<file path="src/rtl/gray_pkg.sv">
// gray_pkg: shared constants and pure conversion functions for the Gray/binary
// converter. The functions work on a 32-bit container and take the active
// code width as an argument, so RTL and reference models share one definition.
package gray_pkg;

   localparam logic MODE_G2B = 1'b0;   // Gray-to-binary
   localparam logic MODE_B2G = 1'b1;   // binary-to-Gray

   // Mask with the low w bits set (w in 1..32).
   function automatic logic [31:0] width_mask(input int w);
      if (w >= 32) begin
         return 32'hFFFF_FFFF;
      end else begin
         return (32'd1 << w) - 32'd1;
      end
   endfunction

   // Gray-to-binary: prefix XOR from the MSB down. Bits above w are cleared
   // first, so the chain starts at zero and b[w-1] = g[w-1].
   function automatic logic [31:0] gray2bin(input logic [31:0] g, input int w);
      logic [31:0] gm;
      logic [31:0] b;
      gm = g & width_mask(w);
      b  = gm;
      for (int i = 30; i >= 0; i--) begin
         b[i] = b[i+1] ^ gm[i];
      end
      return b;
   endfunction

   // Binary-to-Gray: b ^ (b >> 1), zero-filled at the MSB of the w-bit word.
   function automatic logic [31:0] bin2gray(input logic [31:0] b, input int w);
      logic [31:0] bm;
      bm = b & width_mask(w);
      return bm ^ (bm >> 1);
   endfunction

endpackage

</file>
<file path="src/rtl/gray_pipe_stage.sv">
// gray_pipe_stage: one valid/mode/data register slice with load enable.
// Ports:
//   clk, rst_n          clock, asynchronous active-low reset
//   en_i                load enable (stage holds when low)
//   valid_i/mode_i/data_i   incoming word
//   valid_o/mode_o/data_o   registered word
// Mode and data only load with a valid word, so a drained stage keeps the
// last word on its outputs.
module gray_pipe_stage #(
   parameter int WIDTH = 8
) (
   input  logic             clk,
   input  logic             rst_n,
   input  logic             en_i,
   input  logic             valid_i,
   input  logic             mode_i,
   input  logic [WIDTH-1:0] data_i,
   output logic             valid_o,
   output logic             mode_o,
   output logic [WIDTH-1:0] data_o
);

   logic             valid_q;
   logic             mode_q;
   logic [WIDTH-1:0] data_q;

   // Stage register: load on enable, hold otherwise.
   always_ff @(posedge clk or negedge rst_n) begin
      if (!rst_n) begin
         valid_q <= 1'b0;
         mode_q  <= 1'b0;
         data_q  <= '0;
      end else if (en_i) begin
         valid_q <= valid_i;
         if (valid_i) begin
            mode_q <= mode_i;
            data_q <= data_i;
         end else begin
            mode_q <= mode_q;
            data_q <= data_q;
         end
      end else begin
         valid_q <= valid_q;
         mode_q  <= mode_q;
         data_q  <= data_q;
      end
   end

   assign valid_o = valid_q;
   assign mode_o  = mode_q;
   assign data_o  = data_q;

endmodule

</file>
<file path="src/rtl/gray_bin_conv_pipe.sv">
// gray_bin_conv_pipe: two-stage pipelined bidirectional Gray/binary converter
// with valid/ready handshakes and a wrapping output-handshake counter.
// Ports:
//   clk, rst_n                         clock, asynchronous active-low reset
//   in_valid_i/in_ready_o              input handshake
//   in_mode_i (0 = G2B, 1 = B2G), in_data_i   input word
//   out_valid_o/out_ready_i            output handshake
//   out_mode_o, out_data_o             result and the mode it used
//   out_count_o                        completed output handshakes mod 2^CNT_W
// Gray-to-binary is split across the stages: S1 resolves the upper half,
// S2 finishes the lower half seeded by S1's bit H. Binary-to-Gray finishes
// in S1 and S2 just carries it.
module gray_bin_conv_pipe
   import gray_pkg::*;
#(
   parameter int WIDTH = 8,
   parameter int CNT_W = 16
) (
   input  logic             clk,
   input  logic             rst_n,
   input  logic             in_valid_i,
   output logic             in_ready_o,
   input  logic             in_mode_i,
   input  logic [WIDTH-1:0] in_data_i,
   output logic             out_valid_o,
   input  logic             out_ready_i,
   output logic             out_mode_o,
   output logic [WIDTH-1:0] out_data_o,
   output logic [CNT_W-1:0] out_count_o
);

   localparam int H = WIDTH / 2;

   logic             s1_en_s;
   logic             s2_en_s;
   logic             s1_valid_s;
   logic             s1_mode_s;
   logic [WIDTH-1:0] s1_data_s;
   logic [WIDTH-1:0] s1_data_d;
   logic [WIDTH-1:0] g2b_full_s;
   logic [WIDTH-1:0] b2g_full_s;
   logic [WIDTH-1:0] s2_data_d;
   logic             s2_valid_s;
   logic [CNT_W-1:0] out_count_q;

   // Stall chain: a stage may load when it is empty or the one after it moves.
   assign s2_en_s    = !s2_valid_s || out_ready_i;
   assign s1_en_s    = !s1_valid_s || s2_en_s;
   assign in_ready_o = s1_en_s;

   assign g2b_full_s = WIDTH'(gray2bin(32'(in_data_i), WIDTH));
   assign b2g_full_s = WIDTH'(bin2gray(32'(in_data_i), WIDTH));

   // S1 input: G2B keeps the lower Gray half raw for S2 to finish.
   always_comb begin
      if (in_mode_i == MODE_G2B) begin
         s1_data_d = {g2b_full_s[WIDTH-1:H], in_data_i[H-1:0]};
      end else begin
         s1_data_d = b2g_full_s;
      end
   end

   gray_pipe_stage #(.WIDTH(WIDTH)) u_s1 (
      .clk     (clk),
      .rst_n   (rst_n),
      .en_i    (s1_en_s),
      .valid_i (in_valid_i),
      .mode_i  (in_mode_i),
      .data_i  (s1_data_d),
      .valid_o (s1_valid_s),
      .mode_o  (s1_mode_s),
      .data_o  (s1_data_s)
   );

   // S2 input: finish the lower half by prefix XOR, seeded with binary bit H.
   always_comb begin
      s2_data_d = s1_data_s;
      if (s1_mode_s == MODE_G2B) begin
         for (int i = H - 1; i >= 0; i--) begin
            s2_data_d[i] = s2_data_d[i+1] ^ s1_data_s[i];
         end
      end else begin
         s2_data_d = s1_data_s;
      end
   end

   gray_pipe_stage #(.WIDTH(WIDTH)) u_s2 (
      .clk     (clk),
      .rst_n   (rst_n),
      .en_i    (s2_en_s),
      .valid_i (s1_valid_s),
      .mode_i  (s1_mode_s),
      .data_i  (s2_data_d),
      .valid_o (s2_valid_s),
      .mode_o  (out_mode_o),
      .data_o  (out_data_o)
   );

   assign out_valid_o = s2_valid_s;

   // Output-handshake counter, wraps naturally at 2^CNT_W.
   always_ff @(posedge clk or negedge rst_n) begin
      if (!rst_n) begin
         out_count_q <= '0;
      end else if (s2_valid_s && out_ready_i) begin
         out_count_q <= out_count_q + {{(CNT_W-1){1'b0}}, 1'b1};
      end else begin
         out_count_q <= out_count_q;
      end
   end

   assign out_count_o = out_count_q;

endmodule
</file>
<file path="config.mk">
export PLATFORM = sky130hd
export DESIGN_NAME = gray_bin_conv_pipe
export DESIGN_NICKNAME = d
export VERILOG_FILES = /design/src/rtl/gray_pkg.sv /design/src/rtl/gray_pipe_stage.sv /design/src/rtl/gray_bin_conv_pipe.sv
export SDC_FILE = /design/constraint.sdc
export NUM_CORES = 1
export LEC_CHECK = 0
export ABC_AREA = 1
export CAP_MARGIN = 20
export CORE_MARGIN = 10
export CORE_UTILIZATION = 62
export CTS_CLUSTER_SIZE = 20
export DETAILED_ROUTE_END_ITERATION = 10
export DONT_BUFFER_PORTS = 1
export PLACE_DENSITY = 0.78
export SLEW_MARGIN = 25
export SYNTH_ARGS = -nofsm -noshare
export SYNTH_HDL_FRONTEND = slang
export SYNTH_SLANG_ARGS = --single-unit
</file>
<file path="constraint.sdc">
create_clock -name clk -period 1.5 [get_ports clk]
set_input_delay 0.075 -clock clk [delete_from_list [all_inputs] [get_ports clk]]
set_output_delay 0.075 -clock clk [all_outputs]
set_load 0.01 [all_outputs]
</file>
* After elaboration in Yosys (flattened, before gate mapping) *
Cells that the tools add are included.

operators by class
  reduce and logical (&&, ||, !) cells = 7
  mux-type cells = 2
  bitwise logic cells = 8
  add/subtract/negate cells = 1

operator list
  operator                                                         number
  16-bit by 1-bit adder with 16-bit output, second input constant  1
  8-bit 2-to-1 mux                                                 1
  8-bit by 7-bit bitwise XOR with 8-bit output                     1
  1-bit bitwise XOR                                                7
  4-bit 2-to-1 mux                                                 1
  2-bit AND reduction                                              2
  1-bit logical NOT                                                2
  1-bit logical OR                                                 2
  1-bit logical AND                                                1

word-level totals
  output and inout bits = 27
  bits in registers = 36

* Logic depth before layout (Yosys ltp) *
  word-level depth = 5
  depth in mapped cells = 9

* Hierarchy *
From an unflattened synthesis, not the netlist that was laid out.

second synthesis, totals
  cells, all modules = 231
  area, all modules = 1904.3 um^2

by module, submodules not included
  module              area each (um^2)  instances  cells each  sequential area each (um^2)
  gray_bin_conv_pipe  1088.5            1          147         400.4
  gray_pipe_stage     407.9             2          42          250.2

* Least setup slack after synthesis *
No wires, ideal clock.

  path kind = reg-to-reg
  start = register u_s2.valid_q (netlist: u_s2.valid_o)
  end = register out_count_q[12] (netlist: out_count_o[12])
  required time = 1.382 ns
  setup time = 0.118 ns
  arrival time = 1.157 ns
  buffers on the path = 0
  slack = 0.225 ns
  stages on the path, launching flop included = 8
  cell sequence = dfrtp_1 nand2_2 inv_1 nand2_4 nor2_4 nand2_1 xor2_1 inv_1

on the way
  word-level cells in the longest chain between the ends = 1

ends and longest elaborated chain
  element                 line                       RTL
  start, declared         gray_pipe_stage.sv:23      logic valid_q;
  start signal, assigned  gray_pipe_stage.sv:34      valid_q <= valid_i;
  start signal, assigned  gray_pipe_stage.sv:43      valid_q <= valid_q;
  1-bit logical AND       gray_bin_conv_pipe.sv:105  end else if (s2_valid_s && out_ready_i) begin
  end signal, assigned    gray_bin_conv_pipe.sv:106  out_count_q <= out_count_q + {{(CNT_W-1){1'b0}}, 1'b1};
  end signal, assigned    gray_bin_conv_pipe.sv:108  out_count_q <= out_count_q;
  end, declared           gray_bin_conv_pipe.sv:44   logic [CNT_W-1:0] out_count_q;

Every way passes these cells.
A chain may end at the register's enable or synchronous reset.

* Worst setup path after layout *
  start = input port in_mode_i
  end = register u_s1.data_q[5] (netlist: u_s1.data_o[5])

on the way
  word-level cells in the longest chain between the ends = 1

ends and longest elaborated chain
  element               line                      RTL
  start, declared       gray_bin_conv_pipe.sv:23  input logic in_mode_i,
  8-bit 2-to-1 mux      gray_bin_conv_pipe.sv:56  if (in_mode_i == MODE_G2B) begin
  end signal, assigned  gray_pipe_stage.sv:37     data_q <= data_i;
  end signal, assigned  gray_pipe_stage.sv:40     data_q <= data_q;
  end signal, assigned  gray_pipe_stage.sv:45     data_q <= data_q;
  end, declared         gray_pipe_stage.sv:25     logic [WIDTH-1:0] data_q;

Every way passes these cells.

==> flow_summary.yaml <==
routing:
  viasPerCell: 5.41
  vias: 1472
  drc: 0
  wl_per_cell_um: 14.3
  first_pass_iters: 4
  wirelength_um: 3890
  drt_iter0_drc: 107
  antenna_left: 0
placed_design:
  gp_congestion: 0.863
  dp_hpwl_um: 2880
  port_buffers: 0
global_routing:
  grt_pass1_wl_um: 6670
  grt_use_total_pct: 15.5
  grt_max_degree: 37
  overflow: 0
  grt_pass1_vias: 1472
  antenna_found_initial: 0
yosys:
  synth-simple-area-share_pct: 27.4
  synth_top_family_by_area: "simple AND/OR/NAND/NOR gates"
  seq_area_frac_synth_pct: 50.7
  yosysTopAreaCell: "dfrtp_1"
  ys_ff_latch: 36
  synth_cell_types: 25
  synth_mux_area_share_pct: 0
  syn_area_per_cell_um2: 8.63
  yosys_warnings: 0
  synth-compound-area-share_pct: 6.05
  synth-xor-area-share_pct: 9.36
  synthTopCellsByArea: "dfrtp_1, nand2_1, xor2_1"
  synthAdderAreaFrac_pct: 0.704
  synth.cell_area_um2: 1780
  synthCells: 206
  synth_nets: 220
  synth.top_cell.area_share_pct: 50.7
floorplanning:
  rows: 19
  fp.dieW_um: 73.6
  dieArea_um2: 5410
  ioPinCount: 40
  coreArea_um2: 2760
  die_y_um: 73.6
  initial_core_util_pct: 64.5
power_and_ir_drop:
  netSwitchingPower_mw: 1.00
  p_leak_nw: 1.11
  power_frac_seq_pct: 49.3
  switching_share_pct: 34.9
  comb_power_share_pct: 27.4
  powerDensity_nw_per_um2: 1330
  finalPower_mw: 2.86
  vdd_ir_drop_max_mv: 1.40
  pwr-share-clk_pct: 23.3
  internal_power_mw: 1.86
timing:
  fin_crit_ns: 1.39
  final_hold_viol_count: 0
  max_freq_mhz: 719
  slew_violations: 0
  finalSetupTns_ns: 0
  rsz0062_at_grt: "false"
  slew_headroom_pct: 78.3
  worstMarginPinSlew_ns: 0.326
  fin_crit_sh_pct: 92.7
  setup_viol: 0
  finalClockSkew_ns: 0.0130
setup_path:
  cpMostUsedCell: "dlygate4sd3_1"
  max_stage_delay_ns: 0.56
  critPathTopFamily: "buffers and inverters"
  cpMaxStageDelayCell: "dlygate4sd3_1"
  startpoint_type: "primary input"
  crit_buf_inv: 3
  crit_fanout: 5
  worstPathArrival_ns: 1.66
  required_ns: 1.77
  crit_chain: "dlygate4sd3_1 > inv_1 > a21oi_1 > dlygate4sd3_1 > o21ai_0 > a31oi_1"
  endpoint_kind: "flip-flop"
  path_class: "in2reg"
clocking:
  clkLatencyLatePin_ns: 0.34
  cts_sinks: 36
  cts_buffers: 5
  post_cts_buffers: 0
  cts_root_buf: "clkbuf_4"
  clk_path_buf_depth: 2
  cts_tree: "done"
  htreeDepth: 2
  clkTransAtPathRegs_ns: 0.11
layout:
  area_delta_synth_final_pct: 20.9
  layout-drive-gt1-share_pct: 15.4
  fill_cells: 188
  n_antenna_cell: 0
  finalNetCount: 254
  postLayoutCoreUtil_pct: 77.9
hold_path:
  holdCritPathClass: "in2reg"
run:
  cap_violations: 0
status:
  status: "finished, final reports clean"
[worst register-to-register path: stages (launching register included)]
cell and delay (ns):
dfrtp_2 0.42, inv_1 0.11, nor3_4 0.22, nand3_2 0.14
nor2_1 0.14, xor2_1 0.16, inv_1 0.05
[cells in the final DEF, fill, tap and decap left out, drive strengths merged, types with 2 or more instances in the layout]
cell type / synthesis / routed
dlygate4sd3: 0 / 13
a31oi: 3 / 3
inv: 26 / 26
nor2: 8 / 8
nand4: 2 / 2
xnor2: 7 / 7
nor3: 5 / 5
clkbuf: 0 / 6
nand3: 17 / 17
dfrtp: 36 / 36
o21ai: 11 / 11
buf: 1 / 15
a21oi: 3 / 3
nand2: 72 / 72
xor2: 12 / 12
[sequential cells by signal, indices dropped and copies added, names as in the netlist]
name and flops:
out_count_o 16, u_s1.data_o 8, u_s2.data_o 8, u_s1.mode_o 1
u_s1.valid_o 1, u_s2.mode_o 1, u_s2.valid_o 1
[timing repair]
action	CTS	global route
endpoints found under the setup margin	0	3
resized for setup	0	2
hold buffers	14	0
endpoints found under the hold margin	48	0
[cells by family (layout without fill, tap and decap cells)]
| family | count (synthesis) | after routing |
|---|---|---|
| xor+xnor | 19 | 19 |
| fa+ha+maj | 1 | 1 |
| buf+inv | 27 | 62 |
| compound gates | 19 | 19 |
| flops | 36 | 36 |
| simple gates | 104 | 104 |
[through the flow]
| stage | instances | instance area, µm² | hold WS (ns) | setup slack [ns] |
|---|---|---|---|---|
| after floorplan | 206 | 1780 | -0.221 | 0.225 |
| after global placement | 250 | 1920 | -0.220 | 0.168 |
| after detailed placement | 250 | 1920 | -0.220 | 0.119 |
| after CTS | 272 | 2140 | 0.00336 | 0.100 |
| after global routing | 272 | 2150 | 0.0381 | 0.0129 |
| final | 272 | 2150 | 0.0166 | 0.109 |
[final timing paths]
path | startpoint | end | slack [ns] | cells after the start
min in group asynchronous | rst_n | out_count_o[6] | 0.17 | 2
worst min-delay path | in_mode_i | u_s1.data_o[0] | 0.02 | 3
worst max-delay path | in_mode_i | u_s1.data_o[5] | 0.11 | 6
max in group asynchronous | rst_n | out_count_o[0] | 1.13 | 2
worst min register to register | u_s1.valid_o | u_s2.valid_o | 0.49 | 2
worst max register to register | out_count_o[0] | out_count_o[11] | 0.17 | 6
[power by group through the flow]
stage                     Clock [mW]  Sequential (mW)  Combinational [mW]
final                          0.667             1.41               0.785
after CTS                      0.683             1.42               0.789
after global placement             0             1.43               0.703
after detailed placement           0             1.44               0.727
after global routing           0.730             1.45               0.887
after floorplan                    0             1.44               0.464
[final cells by class]
class                   count  area (µm²)  share of cell area (%)
inverters                  26        97.6                    4.54
clock buffers               6        41.3                    1.92
multi-input cells         143         779                    36.3
repair buffers             28         255                    11.9
well taps                  31        38.8                    1.80
clock inverters             2        35.0                    1.63
flip-flops and latches     36         902                    42.0
[metal layers]
layer	up-vias	GRT usage [%]	wire length, µm
met2	51	26.8	2110
met4	0	6.00	55
met5	-	0	0
met3	8	6.33	349
li1	721	-	-
met1	692	16.2	1380
[Yosys cell counts]
master / number
nand4_1: 1
o221ai_1: 1
nor3_1: 2
inv_1: 25
o22ai_1: 1
ha_1: 1
nand2_4: 1
nand3_2: 2
inv_2: 1
nand3_1: 15
nand2_2: 2
xor2_1: 12
nor3_2: 2
a31oi_1: 3
xnor2_1: 7
nor3_4: 1
dfrtp_1: 36
nor2_1: 6
a21oi_2: 1
a21oi_1: 2
nand2_1: 69
nor2_4: 2
buf_2: 1
o21ai_0: 11
nand4_2: 1
(Power assumes the default switching activity.)
